$ cat config.mk
export PLATFORM = sky130hd
export DESIGN_NAME = montador_senha
export DESIGN_NICKNAME = d
export VERILOG_FILES = /design/src/rtl/montador_senha.sv
export SDC_FILE = /design/constraint.sdc
export NUM_CORES = 1
export LEC_CHECK = 0
export ABC_AREA = 1
export ABC_CLOCK_PERIOD_IN_PS = 4700
export BUFFER_PORTS_ARGS = -buffer_cell sky130_fd_sc_hd__buf_4
export CAP_MARGIN = 10
export CORE_MARGIN = 3
export CORE_UTILIZATION = 58
export CTS_CLUSTER_DIAMETER = 150
export DETAILED_ROUTE_END_ITERATION = 10
export GPL_TIMING_DRIVEN = 1
export PLACE_DENSITY = 0.84
export SLEW_MARGIN = 20
export SYNTH_ARGS = -nofsm -noshare
export SYNTH_HDL_FRONTEND = slang
export SYNTH_SLANG_ARGS = --single-unit
export TNS_END_PERCENT = 20
$ cat constraint.sdc
create_clock -name clk -period 4.7 [get_ports clk]
set_input_delay 0.47 -clock clk [delete_from_list [all_inputs] [get_ports clk]]
set_output_delay 0.47 -clock clk [all_outputs]
set_load 0.01 [all_outputs]
$ cat src/rtl/montador_senha.sv
// montador_senha: collects keypad digits into a senhaPac_t for the verifier.
// Optional backspace key (0xC) enabled by defining MONTADOR_BACKSPACE_EN.
package montador_pkg;
    localparam int SENHA_DIGITS = 20;
    typedef struct packed {
        logic [SENHA_DIGITS-1:0][3:0] digits;
    } senhaPac_t;
endpackage

module montador_senha
    import montador_pkg::*;
#(
    parameter int MAX_DIGITS     = 20,
    parameter int MIN_DIGITS     = 4,
    parameter int TIMEOUT_CYCLES = 5000
) (
    input  logic       clk,
    input  logic       rst,
    input  logic       key_valid,
    input  logic [3:0] key_code,
    input  logic       done_in,
    output senhaPac_t  senha_out,
    output logic       valid_out,
    output logic [4:0] digit_count,
    output logic       key_drop
);

    localparam int IW = $clog2(TIMEOUT_CYCLES + 1);
    localparam logic [IW-1:0] TO_M1 = IW'(TIMEOUT_CYCLES - 1);
    localparam logic [4:0] MAXC = 5'(MAX_DIGITS);
    localparam logic [4:0] MINC = 5'(MIN_DIGITS);

    typedef enum logic [1:0] {
        COLETA,
        ENVIA,
        ESPERA
    } state_t;

    state_t        r_state;
    state_t        w_next_state;
    senhaPac_t     r_senha;
    senhaPac_t     w_senha;
    logic [4:0]    r_count;
    logic [4:0]    w_count;
    logic [IW-1:0] r_idle;
    logic [IW-1:0] w_idle;
    logic          r_valid;
    logic          r_drop;
    logic          w_drop;

    logic w_is_dig;
    logic w_is_clr;
    logic w_is_ent;
    logic w_is_bsp;
    logic w_is_bad;

    assign w_is_dig = (key_code <= 4'h9);
    assign w_is_clr = (key_code == 4'hA);
    assign w_is_ent = (key_code == 4'hB);
`ifdef MONTADOR_BACKSPACE_EN
    assign w_is_bsp = (key_code == 4'hC);
`else
    assign w_is_bsp = 1'b0;
`endif
    assign w_is_bad = ~(w_is_dig | w_is_clr | w_is_ent | w_is_bsp);

    // State register
    always_ff @(posedge clk) begin
        if (!rst) begin
            r_state <= COLETA;
        end else begin
            r_state <= w_next_state;
        end
    end

    // Next-state: enter with enough digits sends, done returns to collect
    always_comb begin
        w_next_state = r_state;
        unique case (r_state)
            COLETA: begin
                if (key_valid && w_is_ent && (r_count >= MINC)) begin
                    w_next_state = ENVIA;
                end
            end
            ENVIA: begin
                w_next_state = ESPERA;
            end
            ESPERA: begin
                if (done_in) begin
                    w_next_state = COLETA;
                end
            end
            default: begin
                w_next_state = COLETA;
            end
        endcase
    end

    // Buffer, count, idle timer and drop for the next cycle
    always_comb begin
        w_senha = r_senha;
        w_count = r_count;
        w_idle  = '0;
        w_drop  = 1'b0;
        unique case (r_state)
            COLETA: begin
                if (key_valid) begin
                    unique case (1'b1)
                        w_is_dig: begin
                            if (r_count < MAXC) begin
                                w_senha.digits[r_count] = key_code;
                                w_count = r_count + 5'd1;
                            end else begin
                                w_drop = 1'b1;
                            end
                        end
                        w_is_clr: begin
                            w_senha = '1;
                            w_count = '0;
                        end
                        w_is_ent: begin
                            if (r_count < MINC) begin
                                w_senha = '1;
                                w_count = '0;
                                w_drop  = 1'b1;
                            end
                        end
`ifdef MONTADOR_BACKSPACE_EN
                        w_is_bsp: begin
                            if (r_count != 5'd0) begin
                                w_senha.digits[r_count - 5'd1] = 4'hF;
                                w_count = r_count - 5'd1;
                            end else begin
                                w_drop = 1'b1;
                            end
                        end
`endif
                        w_is_bad: begin
                            w_drop = 1'b1;
                        end
                        default: begin
                            w_drop = 1'b1;
                        end
                    endcase
                end else if (r_count != 5'd0) begin
                    if (r_idle >= TO_M1) begin
                        w_senha = '1;
                        w_count = '0;
                    end else begin
                        w_idle = r_idle + 1'b1;
                    end
                end
            end
            ENVIA: begin
                w_drop = key_valid;
            end
            ESPERA: begin
                w_drop = key_valid;
                if (done_in) begin
                    w_senha = '1;
                    w_count = '0;
                end
            end
            default: begin
                w_senha = '1;
                w_count = '0;
            end
        endcase
    end

    // Registered outputs; valid is high exactly while in ENVIA
    always_ff @(posedge clk) begin
        if (!rst) begin
            r_senha <= '1;
            r_count <= '0;
            r_idle  <= '0;
            r_valid <= 1'b0;
            r_drop  <= 1'b0;
        end else begin
            r_senha <= w_senha;
            r_count <= w_count;
            r_idle  <= w_idle;
            r_valid <= (w_next_state == ENVIA);
            r_drop  <= w_drop;
        end
    end

    assign senha_out   = r_senha;
    assign digit_count = r_count;
    assign valid_out   = r_valid;
    assign key_drop    = r_drop;

endmodule
==> Word-level counts from Yosys, hierarchy flattened <==
Cells that the tools add are included.
{ "totals": {"reg_bits": 102, "word_cells": 84, "out_inout_bits": 87, "input_bits": 8} }
{ "classes": {"order_cmp": 7, "n_reduce_logical": 8, "addsub": 2, "bitwise_logic": 4, "n_eq_ne": 11, "mux": 27} }
{ "ops": {"columns": ["operator", "n"], "rows": [
  ["$mux W80", 6],
  ["$pmux W80 S3", 2],
  ["$bwmux W80", 1],
  ["$mux W5", 6],
  ["$pmux W5 S3", 2],
  ["$demux W4 S5", 1],
  ["$add A13 B1 Y13 const B", 1],
  ["$ge A13 B13 Y1 const B", 1],
  ["$eq A4 B4 Y1 const B", 2],
  ["$ne A4 B4 Y1 const B", 2],
  ["$reduce_and A7 Y1", 1],
  ["$lt A5 B6 Y1 const B", 1],
  ["$ne A3 B3 Y1 const B", 2],
  ["$pmux W2 S3", 1],
  ["$add A5 B1 Y5 const B", 1],
  ["$ge A5 B1 Y1 const B", 1],
  ["$ge A5 B3 Y1 const B", 1],
  ["$lt A5 B3 Y1 const B", 1],
  ["$lt A5 B5 Y1 const B", 1],
  ["$ne A5 B5 Y1 const B", 1],
  ["$reduce_bool A5 Y1", 1],
  ["$reduce_or A5 Y1", 1],
  ["$eq A2 B1 Y1 const B", 2],
  ["$le A4 B4 Y1 const B", 1],
  ["other kinds (11)", 19]
]} }

==> Logic depth before layout (Yosys ltp) <==
Gate-level depths: netlist of run 1.
{ "logic_depth": {"depth_word": 9, "ltp_mapped": 13} }

==> Least setup slack after synthesis of run 1 <==
Ideal clock, no wire load.
{ "synth_timing": {"kind": "reg-to-reg", "from": "reg r_state[0]", "to": "reg r_senha (netlist bit senha_out[0])", "required_time_ps": 4570, "t_arrival_ps": 1547, "path_slack_ps": 3024, "path_stages_with_launch": 12, "path_cell_list": "dfxtp_1 inv_1 ha_1 nand2_1 inv_2 nand2_1 a21oi_2 nor2_4 buf_4 nand3_1 nand2_1 nand3_1"} }
{ "synth_via": {"elab_chain_len": 3} }
{ "synth_lines": {"columns": ["element", "line", "source"], "rows": [
  ["from (decl)", "39", "state_t r_state;"],
  ["from (signal assigned)", "72", "r_state <= w_next_state;"],
  ["$logic_not A2 Y1, or another cell as far along", "105", "unique case (r_state)"],
  ["$ne A5 B5 Y1 (no line), or another cell as far along", null, null],
  ["$reduce_and A7 Y1 (no line)", null, null],
  ["to (signal assigned)", "180", "r_senha <= w_senha;"],
  ["to (decl)", "41", "senhaPac_t r_senha;"]
]} }
Several ways; a longest one is shown, not always the timed one.
A chain may end at the register's enable or synchronous reset.

==> Worst setup path in the final report of run 1 <==
{ "layout_timing": {"from": "reg r_state[0]", "to": "reg r_senha (netlist bit senha_out[10])"} }
The elaborated chain is that of the path after synthesis.

==> run summary, run 1 <==
status -> completed
CTS Buffer Depth -> 2
Final ANT Viol Nets -> 0
WS Path Type -> flop to flop
dpl ws -> 1.713 ns
Seq. cell area -> 2042 um2
gpl congestion -> 0.9078
pwr/cell area -> 356.5 nW/um2
clock root cell -> clkbuf_8
Slowest cell on crit path -> nand2_1
area added between synthesis and finish -> 17.68%
CP Max Fanout -> 23
Multi-input gate area -> 2196 um2
# diodes -> 0
Final Critical Period -> 2.827 ns
CP Launch Type -> flop
flops & latches, synth -> 102
WP data required -> 4.93 ns
Synthesized Nets -> 637
Post-Synthesis Mean Instance Area -> 7.441 um2
setup tns final -> 0 ns
max-cap viol count -> 0
metal3 WL -> 762 um
global-route usage over all layers -> 26.61%
Vias -> 4598
FP Rows -> 31
final hold violations -> 0
initial core utilization -> 61.62%
IO buf count -> 94
via/cell ratio -> 5.850
TritonCTS Buffers -> 9
cell mode on critical path -> nand2_1
Vert. Die Dim -> 95.19 um
critical path arrival -> 3.06 ns
fillers -> 631
Mapped Area -> 4613 um2
drt drc -> 0
IO Pins -> 95
vias in the first global route -> 4125
Setup Skew -> 0.01388 ns
post-CTS setup buffers -> 0
fraction of layout instances using a drive strength above 1 -> 18.63%
H-tree depth -> 3
Max-Slew Margin vs Limit -> 42.90%
CTS tree -> built
Iteration-0 DRC Markers -> 387
Final Util -> 72.52%
CP peak stage delay -> 0.68 ns
Die W -> 95.19 um
clock transition at the registers of the reported paths -> 0.10 ns
Met1 Wirelength -> 5049 um
post-DP HPWL -> 7867 um
post-cts sizing count -> 0
dominant cell type by area after synthesis -> dfxtp_1
max layer used -> met4
Post-Syn Instances -> 620
Hold/Removal Path Class -> flop to flop
synth unique cells -> 27
register area share after synthesis -> 44.26%
RSZ-0062 raised after global routing -> false
Final Setup Violations -> 0
largest net degree at the start of global routing -> 85
met2 WL -> 5561 um
Avg WL per Cell -> 14.80 um
max-slew violations -> 0
Core Area -> 7486 um2
die area -> 9060 um2
worst skew pair latency -> 0.36 ns
Lkg Pwr -> 2.518 nW
Crit. End Element -> flop
Warnings, synthesis -> 0
clk sinks -> 102
Fmax -> 0.3537 GHz
Final Routed Wirelength -> 11630 um
final setup margin -> 1.873 ns
first-pass GRT wire length -> 19140 um
GRT overflow -> 0
first drt pass iteration count -> 5
CP Cell Sequence -> inv_1, ha_1, nand2_1, inv_2, nand2_1, inv_1, nand2_1, nand4_1, nand3_1
Worst Tran Pin Value -> 0.8564 ns
synth top area cells -> dfxtp_1 44%, nand3_1 13%, nand2_1 13%
initial antenna violation count -> 0
Hold-fix buffers, CTS -> 0
post-synth top area share -> 44.26%
Layout Nets -> 700
fin crit share -> 60.16%
Worst VDD drop -> 201.6 uV
[Yosys cell counts]
| library cell | instances |
|---|---|
| a21oi_2 | 1 |
| o21ai_0 | 4 |
| or2_2 | 4 |
| nor2_4 | 1 |
| buf_4 | 5 |
| xnor2_1 | 1 |
| a21oi_1 | 8 |
| clkbuf_1 | 18 |
| xor2_1 | 4 |
| nand4_1 | 85 |
| nor4_1 | 2 |
| o21ai_1 | 2 |
| o31ai_1 | 1 |
| inv_4 | 1 |
| buf_2 | 17 |
| nand2_2 | 1 |
| dfxtp_1 | 102 |
| buf_6 | 5 |
| nand2_1 | 157 |
| nor3_1 | 8 |
| inv_1 | 27 |
| nor3b_1 | 4 |
| inv_2 | 7 |
| ha_1 | 9 |
| nand3_1 | 118 |
| nand3_2 | 1 |
| nor2_1 | 27 |
[cell families (layout without fill, tap and decap cells)]
kind of cell	Yosys count	after routing	synth area share, %
adders and majority gates	9	9	2.441
DFF	102	102	44.26
and+or+nand+nor	408	408	42.23
AOI/OAI and AO/OA	16	16	1.872
xor gates and xnor gates	5	5	0.9492
buffers and inverters	80	147	8.245
[per-stage QoR]
stage | power [W] | instance area, um2 | std cells | hold slack, ns
floorplan | 0.001233 | 4613 | 620 | 0.4175
global placement | 0.001366 | 5219 | 771 | 0.4266
detailed placement | 0.001380 | 5219 | 771 | 0.4373
CTS | 0.001937 | 5424 | 786 | 0.4521
global route | 0.002030 | 5429 | 786 | 0.4839
finish | 0.001935 | 5429 | 786 | 0.4559
[final cells by class]
class | instances | area share [%]
multi-input cells | 438 | 40.45
flip-flops and latches | 102 | 37.61
repair buffers | 97 | 13.41
clock buffers | 11 | 2.789
inverters | 35 | 2.466
well taps | 99 | 2.282
clock inverters | 4 | 0.9910
[layout by cell type, fill, tap and decap left out, types with 4 or more instances in the layout]
| master | instances |
|---|---|
| a21oi_1 | 8 |
| nand3_1 | 118 |
| clkbuf_8 | 11 |
| nand4_1 | 85 |
| or2_2 | 4 |
| xor2_1 | 4 |
| nor3_1 | 8 |
| o21ai_0 | 4 |
| dfxtp_1 | 102 |
| nor3b_1 | 4 |
| inv_1 | 27 |
| buf_4 | 97 |
| ha_1 | 9 |
| inv_2 | 7 |
| nor2_1 | 27 |
| nand2_1 | 157 |
[state kept, by name, summed over array words and instances (netlist names)]
signal / count
senha_out: 80
r_idle: 13
digit_count: 5
r_state: 2
key_drop: 1
valid_out: 1
[power by group]
| part | leakage (nW) | total [W] | switching (W) | internal [W] |
|---|---|---|---|---|
| Combinational | 1.58 | 0.000392 | 0.000240 | 0.000152 |
| Sequential | 0.837 | 0.000970 | 0.0000408 | 0.000930 |
| Clock | 0.0980 | 0.000573 | 0.000299 | 0.000274 |
[path summary, 6_finish.rpt]
| kind | slack (ns) | startpoint | end | depth (start not counted) |
|---|---|---|---|---|
| max reg2reg | 1.87 | r_state[0] | senha_out[10] | 9 |
| min reg2reg | 0.46 | r_idle[0] | r_idle[0] | 1 |
| min | 0.46 | r_idle[0] | r_idle[0] | 1 |
| max | 1.87 | r_state[0] | senha_out[10] | 9 |
[layer usage]
layer  vias up  track usage, %
li1       2247               -
met1      2160           35.39
met4         0           12.02
met3        23           4.025
met2       168           42.68
met5         -               0
[worst max-delay path, delay by kind of cell, from the launching register on]
family | cells | cell delay, ns
AND/OR/NAND/NOR | 5 | 1.31
adder cells (fa/ha/maj) | 1 | 0.30
buffers and inverters | 3 | 0.72
flip-flops | 1 | 0.35
No activity file was read; power rests on OpenSTA's default activity.
==> run 2, diff against run 1 <==
- ABC_AREA: 1 -> 0
- ABC_CLOCK_PERIOD_IN_PS: 4700 -> 2300
- CORE_UTILIZATION: 58 -> 49
- PLACE_DENSITY: 0.84 -> 0.76
- clock period: 4.7 -> 2.3 ns (I/O delays scaled with it)
==> run summary, run 2 <==
R2R Path Start -> digit_count[1] (was r_state[0])
Warnings, synthesis -> 0 (unchanged)
vias in the first global route -> 3932 (was 4125)
Core Area -> 8848 um2 (was 7486 um2)
setup tns final -> -0.5853 ns (was 0 ns)
Setup Skew -> 0.01948 ns (was 0.01388 ns)
Fmax -> 0.4185 GHz (was 0.3537 GHz)
largest net degree at the start of global routing -> 30 (was 85)
critical path arrival -> 2.65 ns (was 3.06 ns)
switch share -> 26.96% (was 29.95%)
clock transition at the registers of the reported paths -> 0.10 ns (about the same)
RSZ-0062 raised after global routing -> true (was false)
critical path startpoint -> digit_count[1] (was r_state[0])
IO buf count -> 94 (unchanged)
synth unique cells -> 52 (was 27)
area added between synthesis and finish -> 31.06% (was 17.68%)
first drt pass iteration count -> 6 (was 5)
CTS tree -> built (unchanged)
max-cap viol count -> 0 (unchanged)
Post-Syn Instances -> 494 (was 620)
Max-Slew Margin vs Limit -> 60.89% (was 42.90%)
Reg power frac -> 54.9% (was 50.1%)
pwr/cell area -> 552.8 nW/um2 (was 356.5 nW/um2)
Lkg Pwr -> 2.668 nW (was 2.518 nW)
initial antenna violation count -> 0 (unchanged)
Vias -> 4213 (was 4598)
WS Path Type -> flop to flop (unchanged)
most frequent cell after synthesis -> dfxtp_1 (was nand2_1)
worst skew pair latency -> 0.37 ns (was 0.36 ns)
via/cell ratio -> 5.748 (was 5.850)
Final Routed Wirelength -> 12390 um (was 11630 um)
dominant cell type by area after synthesis -> dfxtp_1 (unchanged)
Synthesized Nets -> 511 (was 637)
Clock Power Share -> 33.3% (was 29.6%)
post-DP HPWL -> 8889 um (was 7867 um)
top_reg_cell synth -> dfxtp_1 (unchanged)
Avg WL per Cell -> 16.90 um (was 14.80 um)
H-tree depth -> 3 (unchanged)
gpl congestion -> 0.9244 (was 0.9078)
first-pass GRT wire length -> 19420 um (was 19140 um)
Hold Path Stages -> 2 (was 1)
internal power -> 0.002391 W (was 0.001356 W)
synth top area cells -> dfxtp_1 45%, a32oi_1 6.4%, a2bb2oi_1 4.1% (was dfxtp_1 44%, nand3_1 13%, nand2_1 13%)
TritonCTS Buffers -> 9 (unchanged)
clk sinks -> 102 (unchanged)
CP Cell Sequence -> inv_2, ha_4, or4b_4, or2_4, a311oi_4, buf_6, buf_6, o41ai_4, a2bb2oi_1 (was inv_1, ha_1, nand2_1, inv_2, nand2_1, inv_1, nand2_1, nand4_1, nand3_1)
die area -> 10410 um2 (was 9060 um2)
Post-Synthesis Mean Instance Area -> 9.148 um2 (was 7.441 um2)
Reg2Reg Setup Slack -> -0.09 ns (was 1.87 ns)
Final Instance Area -> 5923 um2 (was 5429 um2)
FF-to-FF path depth -> 9 (unchanged)
flops & latches, synth -> 102 (unchanged)
worst r2r dst -> senha_out[4] (was senha_out[10])
fraction of layout instances using a drive strength above 1 -> 31.52% (was 18.63%)
failing checks -> setup timing
Final Critical Period -> 2.390 ns (was 2.827 ns)
Slowest cell on crit path -> or4b_4 (was nand2_1)
max FFs per register -> 80 (unchanged)
WP data required -> 2.56 ns (was 4.93 ns)
Placed Instance Area -> 5623 um2 (was 5219 um2)
Final Setup Violations -> 26 (was 0)
# diodes -> 0 (unchanged)
Hold/Removal Path Class -> input pin to flop (was flop to flop)
CP Launch Type -> flop (unchanged)
top post-synthesis cells by count -> 102 x dfxtp_1, 46 x nand2_1, 45 x nor2_1, 44 x inv_1, 33 x a32oi_1 (was 157 x nand2_1, 118 x nand3_1, 102 x dfxtp_1, 85 x nand4_1)
final setup margin -> -0.08967 ns (was 1.873 ns)
CP Max Fanout -> 6 (was 23)
drt drc -> 0 (unchanged)
Final ANT Viol Nets -> 0 (unchanged)
clock root cell -> clkbuf_8 (unchanged)
CP peak stage delay -> 0.48 ns (was 0.68 ns)
status -> finished with violations (was completed)
P_sw -> 0.0008828 W (was 0.0005796 W)
GRT overflow -> 0 (unchanged)
Layout Nets -> 637 (was 700)
Die W -> 102.0 um (was 95.19 um)
global-route usage over all layers -> 23.14% (was 26.61%)
fin crit share -> 103.9% (was 60.16%)
initial core utilization -> 51.07% (was 61.62%)
Min Hold Slack -> 0.1343 ns (was 0.4559 ns)
Worst Tran Pin Value -> 0.5831 ns (was 0.8564 ns)
final hold violations -> 0 (unchanged)
Setup crit end -> senha_out[4] (was senha_out[10])
Worst VDD drop -> 308.4 uV (was 201.6 uV)
Post-synth EDFFs -> 0 (unchanged)
IO Pins -> 95 (unchanged)
Vert. Die Dim -> 102.0 um (was 95.19 um)
Mapped Area -> 4519 um2 (was 4613 um2)
post-synth top area share -> 45.18% (was 44.26%)
most common cell after layout, fill and taps aside -> buf_4 (was nand2_1)
async set-or-reset flop fraction in the synthesized netlist -> 0% (unchanged)
register area share after synthesis -> 45.18% (was 44.26%)
cell mode on critical path -> buf_6 (was nand2_1)
Hold-fix buffers, CTS -> 0 (unchanged)
commonest non-fill, non-tap cells in the layout -> 140 x buf_4, 99 x dfxtp_1, 46 x nand2_1, 44 x nor2_1, 42 x inv_1 (was 157 x nand2_1, 118 x nand3_1, 102 x dfxtp_1, 97 x buf_4, 85 x nand4_1)
FP Rows -> 34 (was 31)
CTS Buffer Depth -> 2 (unchanged)
Crit. End Element -> flop (unchanged)
Iteration-0 DRC Markers -> 289 (was 387)
Comb pwr share -> 11.8% (was 20.2%)
max-slew violations -> 0 (unchanged)
run 2: cell types whose count changed in the layout (fill, tap and decap cells not counted), moves of 9 or more:
cell       previous run  this run
nand3_1             118         9
nor2_1               27        44
mux2i_1               0        17
nor2b_1               0        17
inv_1                27        42
a31oi_1               0         9
nand3_2               1        11
a32oi_1               0        33
nand2_1             157        46
a2bb2oi_1             0        21
buf_4                97       140
nand4_1              85         3
run 2: area by class of cell:
type	instances	area (um2)
clock buffers	10	137.6
clock inverters	6	55.05
fillers	700	2925
inverters	44	165.2
multi-input cells	318	2260
flip-flops and latches	102	2046
well taps	108	135.1
repair buffers	145	1125
run 2: power groups by stage:
stage,combinational (W),sequential (W),clock [W]
3_3_place_gp,0.000351,0.00184,0
3_5_place_dp,0.000357,0.00184,0
6_report,0.000386,0.00180,0.00109
4_1_cts,0.000361,0.00180,0.00111
5_1_grt,0.000413,0.00180,0.00118
2_1_floorplan,0.000205,0.00185,0
run 2: kinds of logic (layout without fill, tap and decap cells):
logic type	Yosys count	after routing	share of synthesized area, %
XOR/XNOR	10	10	1.938
buffers and inverters	74	205	6.617
flip-flops	102	102	45.18
multiplexers	17	17	3.765
AO/OA/AOI/OAI	109	109	19.57
AND/OR/NAND/NOR	173	173	20.43
adder cells (fa/ha/maj)	9	9	2.492
run 2: per-layer routing:
metal  global-route usage [%]  share of wire, %  vias up
li1                         -                 -     2009
met1                    32.65                46     2004
met2                    36.78                46      178
met3                    3.549               6.6       22
met4                    6.761               1.8        0
met5                        0                 0        -
run 2: how the worst min path moves through the flow:
stage	end	slack (ns)	start
2_1_floorplan	senha_out[24]	0.37	key_code[0]
3_3_place_gp	senha_out[0]	0.44	senha_out[0]
3_5_place_dp	senha_out[1]	0.45	senha_out[1]
4_1_cts	senha_out[24]	0.13	key_code[0]
5_1_grt	senha_out[24]	0.14	key_code[0]
6_report	senha_out[24]	0.13	key_code[0]
run 2: stage by stage:
stage	power, W	instances	worst slack (ns)	util, %
floorplan	0.002053	494	0.009148	-
detailed placement	0.002195	713	-0.01415	63.55
global route	0.003389	733	-0.1417	66.94
global placement	0.002189	713	0.06176	63.55
CTS	0.003266	729	-0.006868	65.84
finish	0.003274	733	-0.08967	66.94
run 2: critical path: cells and delay by family (launching register included):
kind                       cells  cell delay, ns
AOI/OAI and AO/OA              3            0.66
and+or+nand+nor                2            0.76
DFF                            1            0.35
buffers and inverters          3            0.39
adders and majority gates      1            0.13
run 2: repair_timing:
action | CTS | global route
setup endpoints to repair | 21 | 71
resized for setup | 2 | 18
pin swaps | 1 | 9
setup buffers | 0 | 6
